<file path="src/rtl/camera_ctrl_slave.sv">
// Avalon-MM register block for the camera pipeline: control, W1C status with
// overrun, interrupt, frame counter, shadowed config and per-buffer base addresses.
module camera_ctrl_slave #(
  parameter int          NUM_BUFF      = 2,
  parameter logic [15:0] DEF_WIDTH     = 16'd320,
  parameter logic [15:0] DEF_HEIGHT    = 16'd240,
  parameter logic [15:0] DEF_START_ROW = 16'h0036,
  parameter logic [15:0] DEF_START_COL = 16'h0010,
  parameter logic [15:0] DEF_ROW_SIZE  = 16'h059f,
  parameter logic [15:0] DEF_COL_SIZE  = 16'h077f,
  parameter logic [15:0] DEF_ROW_MODE  = 16'h0002,
  parameter logic [15:0] DEF_COL_MODE  = 16'h0002,
  parameter logic [15:0] DEF_EXPOSURE  = 16'h07c0
) (
  input  logic                     clk,
  input  logic                     reset_n,
  input  logic [4:0]               avs_address,
  input  logic                     avs_read,
  output logic [31:0]              avs_readdata,
  input  logic                     avs_write,
  input  logic [31:0]              avs_writedata,
  input  logic [NUM_BUFF-1:0]      buff_done_tgl,
  input  logic                     frame_start_tgl,
  output logic                     start_capture,
  output logic                     cam_soft_reset_n,
  output logic [32*NUM_BUFF-1:0]   buff_addr,
  output logic [15:0]              cfg_start_row,
  output logic [15:0]              cfg_start_col,
  output logic [15:0]              cfg_row_size,
  output logic [15:0]              cfg_col_size,
  output logic [15:0]              cfg_row_mode,
  output logic [15:0]              cfg_col_mode,
  output logic [15:0]              cfg_exposure,
  output logic [15:0]              cfg_width,
  output logic [15:0]              cfg_height,
  output logic                     irq
);

  localparam int NT    = NUM_BUFF + 1;
  localparam int NCFG  = 9;
  localparam logic [15:0] CFG_DEF [NCFG] = '{DEF_START_ROW, DEF_START_COL,
    DEF_ROW_SIZE, DEF_COL_SIZE, DEF_ROW_MODE, DEF_COL_MODE, DEF_EXPOSURE,
    DEF_WIDTH, DEF_HEIGHT};

  logic [NT-1:0]       tgl_in, sync1, sync2, edge_q, evt;
  logic [1:0]          mask_cnt;
  logic [NUM_BUFF-1:0] buff_ev;
  logic                frame_ev;

  logic [NUM_BUFF-1:0] buff_full, overrun;
  logic [NUM_BUFF-1:0] irq_en_full, irq_en_ovr;
  logic [NUM_BUFF-1:0] clr_full, clr_ovr;
  logic [15:0]         frame_cnt;
  logic [15:0]         shadow [NCFG];
  logic [15:0]         active [NCFG];
  logic [31:0]         buff_addr_q [NUM_BUFF];
  logic [31:0]         rd_data;

  logic wr_ctrl, wr_status, wr_irq_en, wr_frame;

  assign tgl_in = {frame_start_tgl, buff_done_tgl};

  // Toggle synchronisers; the edge register keeps tracking while events are masked
  always_ff @(posedge clk or negedge reset_n) begin
    if (!reset_n) begin
      sync1    <= '0;
      sync2    <= '0;
      edge_q   <= '0;
      mask_cnt <= 2'd0;
    end else begin
      sync1  <= tgl_in;
      sync2  <= sync1;
      edge_q <= sync2;
      if (mask_cnt != 2'd3)
        mask_cnt <= mask_cnt + 2'd1;
    end
  end

  assign evt      = (mask_cnt == 2'd3) ? (sync2 ^ edge_q) : '0;
  assign buff_ev  = evt[NUM_BUFF-1:0];
  assign frame_ev = evt[NUM_BUFF];

  assign wr_ctrl   = avs_write && (avs_address == 5'h00);
  assign wr_status = avs_write && (avs_address == 5'h01);
  assign wr_irq_en = avs_write && (avs_address == 5'h02);
  assign wr_frame  = avs_write && (avs_address == 5'h03);

  assign clr_full = wr_status ? avs_writedata[NUM_BUFF-1:0]   : '0;
  assign clr_ovr  = wr_status ? avs_writedata[8 +: NUM_BUFF]  : '0;

  always_ff @(posedge clk or negedge reset_n) begin
    if (!reset_n) begin
      start_capture    <= 1'b0;
      cam_soft_reset_n <= 1'b1;
      irq_en_full      <= '0;
      irq_en_ovr       <= '0;
    end else begin
      if (wr_ctrl) begin
        start_capture    <= avs_writedata[0];
        cam_soft_reset_n <= avs_writedata[1];
      end
      if (wr_irq_en) begin
        irq_en_full <= avs_writedata[NUM_BUFF-1:0];
        irq_en_ovr  <= avs_writedata[8 +: NUM_BUFF];
      end
    end
  end

  // A new event beats a same-cycle clear, and only counts as overrun if the bit stays full
  always_ff @(posedge clk or negedge reset_n) begin
    if (!reset_n) begin
      buff_full <= '0;
      overrun   <= '0;
      irq       <= 1'b0;
    end else begin
      buff_full <= buff_ev | (buff_full & ~clr_full);
      overrun   <= (buff_ev & buff_full & ~clr_full) | (overrun & ~clr_ovr);
      irq       <= |((buff_full & irq_en_full) | (overrun & irq_en_ovr));
    end
  end

  always_ff @(posedge clk or negedge reset_n) begin
    if (!reset_n)
      frame_cnt <= 16'd0;
    else if (wr_frame)
      frame_cnt <= 16'd0;
    else if (frame_ev)
      frame_cnt <= frame_cnt + 16'd1;
  end

  // Active config follows the shadow freely while stopped, otherwise only at frame start
  always_ff @(posedge clk or negedge reset_n) begin
    if (!reset_n) begin
      for (int i = 0; i < NCFG; i++) begin
        shadow[i] <= CFG_DEF[i];
        active[i] <= CFG_DEF[i];
      end
    end else begin
      for (int i = 0; i < NCFG; i++) begin
        if (avs_write && (avs_address == 5'(i + 4)))
          shadow[i] <= avs_writedata[15:0];
        if (!start_capture || frame_ev)
          active[i] <= shadow[i];
      end
    end
  end

  always_ff @(posedge clk or negedge reset_n) begin
    if (!reset_n) begin
      for (int i = 0; i < NUM_BUFF; i++)
        buff_addr_q[i] <= 32'd0;
    end else begin
      for (int i = 0; i < NUM_BUFF; i++)
        if (avs_write && (avs_address == 5'(i + 16)))
          buff_addr_q[i] <= avs_writedata;
    end
  end

  for (genvar g = 0; g < NUM_BUFF; g++) begin : g_addr
    assign buff_addr[32*g +: 32] = buff_addr_q[g];
  end

  assign cfg_start_row = active[0];
  assign cfg_start_col = active[1];
  assign cfg_row_size  = active[2];
  assign cfg_col_size  = active[3];
  assign cfg_row_mode  = active[4];
  assign cfg_col_mode  = active[5];
  assign cfg_exposure  = active[6];
  assign cfg_width     = active[7];
  assign cfg_height    = active[8];

  always_comb begin
    rd_data = 32'd0;
    case (avs_address)
      5'h00: rd_data[1:0] = {cam_soft_reset_n, start_capture};
      5'h01: begin
        rd_data[NUM_BUFF-1:0]  = buff_full;
        rd_data[8 +: NUM_BUFF] = overrun;
      end
      5'h02: begin
        rd_data[NUM_BUFF-1:0]  = irq_en_full;
        rd_data[8 +: NUM_BUFF] = irq_en_ovr;
      end
      5'h03: rd_data[15:0] = frame_cnt;
      default: rd_data = 32'd0;
    endcase
    for (int i = 0; i < NCFG; i++)
      if (avs_address == 5'(i + 4))
        rd_data = {16'd0, shadow[i]};
    for (int i = 0; i < NUM_BUFF; i++)
      if (avs_address == 5'(i + 16))
        rd_data = buff_addr_q[i];
  end

  always_ff @(posedge clk or negedge reset_n) begin
    if (!reset_n)
      avs_readdata <= 32'd0;
    else if (avs_read)
      avs_readdata <= rd_data;
  end

endmodule

</file>
<file path="config.mk">
export PLATFORM = sky130hd
export DESIGN_NAME = camera_ctrl_slave
export DESIGN_NICKNAME = d
export VERILOG_FILES = /design/src/rtl/camera_ctrl_slave.sv
export SDC_FILE = /design/constraint.sdc
export NUM_CORES = 1
export LEC_CHECK = 0
export ABC_AREA = 1
export CAP_MARGIN = 40
export CORE_ASPECT_RATIO = 0.6
export CORE_UTILIZATION = 35
export CTS_BUF_LIST = sky130_fd_sc_hd__clkbuf_4 sky130_fd_sc_hd__clkbuf_8
export DETAILED_ROUTE_END_ITERATION = 8
export PLACE_DENSITY = 0.52
export SLEW_MARGIN = 0
export SYNTH_ARGS = -nofsm -noshare
export SYNTH_HDL_FRONTEND = slang
export SYNTH_SLANG_ARGS = --single-unit
</file>
<file path="constraint.sdc">
create_clock -name clk -period 2.55 [get_ports clk]
set_input_delay 0.51 -clock clk [delete_from_list [all_inputs] [get_ports clk]]
set_output_delay 0.51 -clock clk [all_outputs]
set_load 0.005 [all_outputs]
</file>
==> run summary, run 1 <==
Outcome - finished, final reports clean
Crit path required time - 3.05 ns
Setup Viol. Count Final - 0
Initial Util - 36.0%
Initial antenna violation count - 6
PortBufs - 286
# H-tree levels - 3
Final ANT Viol Nets - 0
Final instance area - 0.0232 mm²
Hold path depth - 1
Mapped Nets - 1851
Register area - 0.0107 mm²
Cells after Synth - 1805
Hold crit path type - in2reg
Largest net degree at the start of global routing - 74
Yosys cell types - 38
Seq cells post-synth - 422
Async set-reset flop share out of synthesis - 100%
Via count - 14.5k
Drt total wl - 66800 µm
Warnings, synthesis - 0
Tightest Pin Transition - 0.758 ns
Area share of the largest cell type after synthesis - 50.0%
Fraction of layout cells with a size suffix above 1 - 19.3%
Max-slew headroom - 49.4%
Synth Flop Type - dfrtp_1
Core area - 0.0486 mm²
CTS sink cnt - 422
Nets - 2196
TritonRoute pass-1 iters - 5
Tot GR Track Use - 26.4%
DRC viols - 0
Seq/Total Area, Yosys - 61.0%
Final hold violations - 0
Avg Inst Size Synth - 9.67 µm²
WL/cell - 23.5 µm
Min Hold Slack - 0.327 ns
Largest family of logic cells by synthesized area - simple AND/OR/NAND/NOR gates
Area of the multi-input gates - 0.00590 mm²
Max IR drop VDD - 468 µV
Fmax - 0.408 GHz
Post-Synth Adder-Cell Area - 0.143%
RR Endpoint - frame_cnt[9]$_DFFE_PN0P_
Num CTS Buffers - 67
Synth area leader - dfrtp_1
RR Startpoint - mask_cnt[0]$_DFFE_PN0P_
# fillers - 4636
Clk root buf - clkbuf_8
Vias in the first global route - 14.1k
Mux cell area share after synthesis - 6.51%
Clock Skew - 0.0337 ns
Final Cycle Share - 96.1%
TritonCTS clock tree - yes
Slew Limit Fails - 0
Die height - 175 µm
Routability congestion estimate - 0.926
Grt ovf - 0
Post-Syn Area - 0.0175 mm²
Post-synth EDFFs - 0
DP Area - 0.0217 mm²
First-pass GRT wire length - 97800 µm
CTS Buffer Depth - 3
Ports - 287
Worst-case hold path end point - sync1[2]$_DFF_PN0_
Crit path DAT - 2.95 ns
Crit path launch type - input port
Hold Startpoint - frame_start_tgl
Worst-path clk slew - 0.06 ns
Synth top area cells - dfrtp_1 50%, dfstp_2 11%, nand2_1 10%
Synth Area in Simple Gates - 16.4%
Crit end category - flop
Post-DR vias/cell - 5.08
Worst skew pair latency - 0.64 ns
# rows - 62
RSZ-0062 raised after global routing - false
Compound-gate portion of the synthesized area - 10.5%
Die area - 0.0508 mm²
DRT iter0 DRCs - 1484
Tmin final - 2.45 ns
WS Path Type - in2reg
Flop2flop setup slack - 0.34 ns
Number of max-cap violations - 0
Post-detailed-placement half-perimeter wirelength - 48900 µm
Lkg Pwr - 10.6 nW
Worst R2R Path Depth - 8
Cell Pwr Density - 871 mW/mm²
Area delta synth->final - 33.0%
Crit path max fanout - 9
Chip width - 290 µm
Synth Area in XOR/XNOR - 0.201%
## layout by cell type (no fill, tap or decap), types with 3 or more instances in the layout
master           Yosys  layout
o21ai_0            210     210
dfstp_2             73      73
inv_6                0       3
nand2_4              2       3
nor3_2               3       3
o21ai_1             39      39
o211ai_1             7       7
buf_4                2      69
inv_1              121     121
nand2_2              3       4
nor2_4               5       5
dfrtp_1            349     349
nor3_1              13      13
mux2_2             101     101
buf_12               0      22
clkbuf_8             0      88
a31oi_1             16      16
nand4_1             37      37
clkinv_2             1       5
nand2_1            463     461
clkbuf_4             0      24
nor2_1             120     119
clkdlybuf4s50_1      0     285
bufinv_16            0       3
nor2_2               3       4
nand3_1             30      30
inv_2               10      10
a21oi_1             80      80
## worst max-delay path by stage
stage,from,to
global route,avs_address[1],avs_readdata[5]$_DFFE_PN0P_
floorplan,mask_cnt[0]$_DFFE_PN0P_,cfg_col_size[12]$_DFFE_PN0P_
global placement,avs_address[1],avs_readdata[4]$_DFFE_PN0P_
finish,avs_address[1],avs_readdata[5]$_DFFE_PN0P_
detailed placement,avs_address[1],avs_readdata[4]$_DFFE_PN0P_
CTS,avs_address[1],avs_readdata[4]$_DFFE_PN0P_
## sequential cells by signal, summed over array words and instances (netlist names), 3 cells and up
register	cells
cfg_start_row	16
frame_cnt	16
cfg_start_col	16
shadow	144
sync2	3
cfg_width	16
cfg_height	16
cfg_row_size	16
buff_addr	64
avs_readdata	32
cfg_row_mode	16
cfg_col_mode	16
cfg_exposure	16
edge_q	3
cfg_col_size	16
sync1	3
## worst max-delay path, stage by stage
cell and delay, ns:
clkdlybuf4s50_1 0.61, nor2_2 0.09, inv_1 0.10, nor2_4 0.08, buf_4 0.15, nand2_1 0.05, o21ai_1 0.05, nor2_1 0.39
nand3_1 0.17, nor2_1 0.20, nand3_1 0.11, nand2_1 0.22, nand3_1 0.10, nand2_1 0.07, nand2_1 0.05
## synthesized netlist by cell type, types with 2 or more instances
library cell and n:
nand2_2 3, buf_4 2, xor2_1 2, nand4_1 37, nor3_1 13, nor2_1 120, buf_2 20, ha_1 2
xnor2_1 2, nor4_1 2, nand2_1 463, o21ai_0 210, nand2_4 2, or2_2 2, nor2_2 3, inv_2 10
clkbuf_1 73, nor2_4 5, dfrtp_1 349, nor3_2 3, a21oi_1 80, buf_1 6, o21ai_1 39, mux2_2 101
nand3_1 30, o211ai_1 7, inv_1 121, a31oi_1 16, dfstp_2 73
## where the power goes
group / internal, mW / switching [mW] / leakage (nW) / total [mW]
Combinational: 2.28 / 1.84 / 4.56 / 4.12
Sequential: 8.20 / 1.28 / 5.24 / 9.47
Clock: 3.76 / 2.86 / 0.815 / 6.62
## metal layers
| layer | vias to the layer above | share of wire, % | global-route usage (%) |
|---|---|---|---|
| met2 | 552 | 41 | 36.2 |
| met5 | - | 0 | 0 |
| met4 | 0 | 1.4 | 5.12 |
| met1 | 7193 | 49 | 41.6 |
| li1 | 6636 | - | - |
| met3 | 77 | 8.7 | 6.35 |
## repair_timing
| item | CTS | global route |
|---|---|---|
| resized for setup | 0 | 1 |
| hold endpoints to repair | 31 | 0 |
| setup buffers | 0 | 0 |
| setup endpoints to repair | 0 | 1 |
| hold buffers | 1 | 0 |
## cell type report
cell class	count	area share, %
Clock inverter	11	0.620
Inverter	133	2.16
Sequential cell	422	45.9
Tap cell	640	3.45
Antenna cell	1	0.0108
Multi-Input combinational cell	1148	25.4
Timing Repair Buffer	378	16.5
Clock buffer	112	5.99
## logic make-up after synthesis
family / Yosys count
muxes: 101
buffers and inverters: 235
DFF: 422
adders and majority gates: 2
xor gates and xnor gates: 4
and+or+nand+nor: 686
AOI/OAI and AO/OA: 355
## metrics by stage
step / TNS [ns] / power, mW / instances / util [%] / worst slack (ns)
4_1_cts: 0 / 20.4 / 2844 / 47.8 / 0.244
3_5_place_dp: -1.95 / 13.7 / 2720 / 44.6 / -0.420
5_1_grt: 0 / 21.2 / 2844 / 47.8 / 0.0193
2_1_floorplan: 0 / 10.6 / 1805 / - / 0.811
3_3_place_gp: -1.51 / 13.6 / 2720 / 44.6 / -0.378
6_report: 0 / 20.2 / 2845 / 47.8 / 0.0992
Power figures use the tool's default switching activity.
==> run 2, diff against run 1 <==
Settings changed: CTS_CLUSTER_DIAMETER set to 200.
==> results of run 2 <==
Final layout, timing and power as in run 1 (identical DEF).
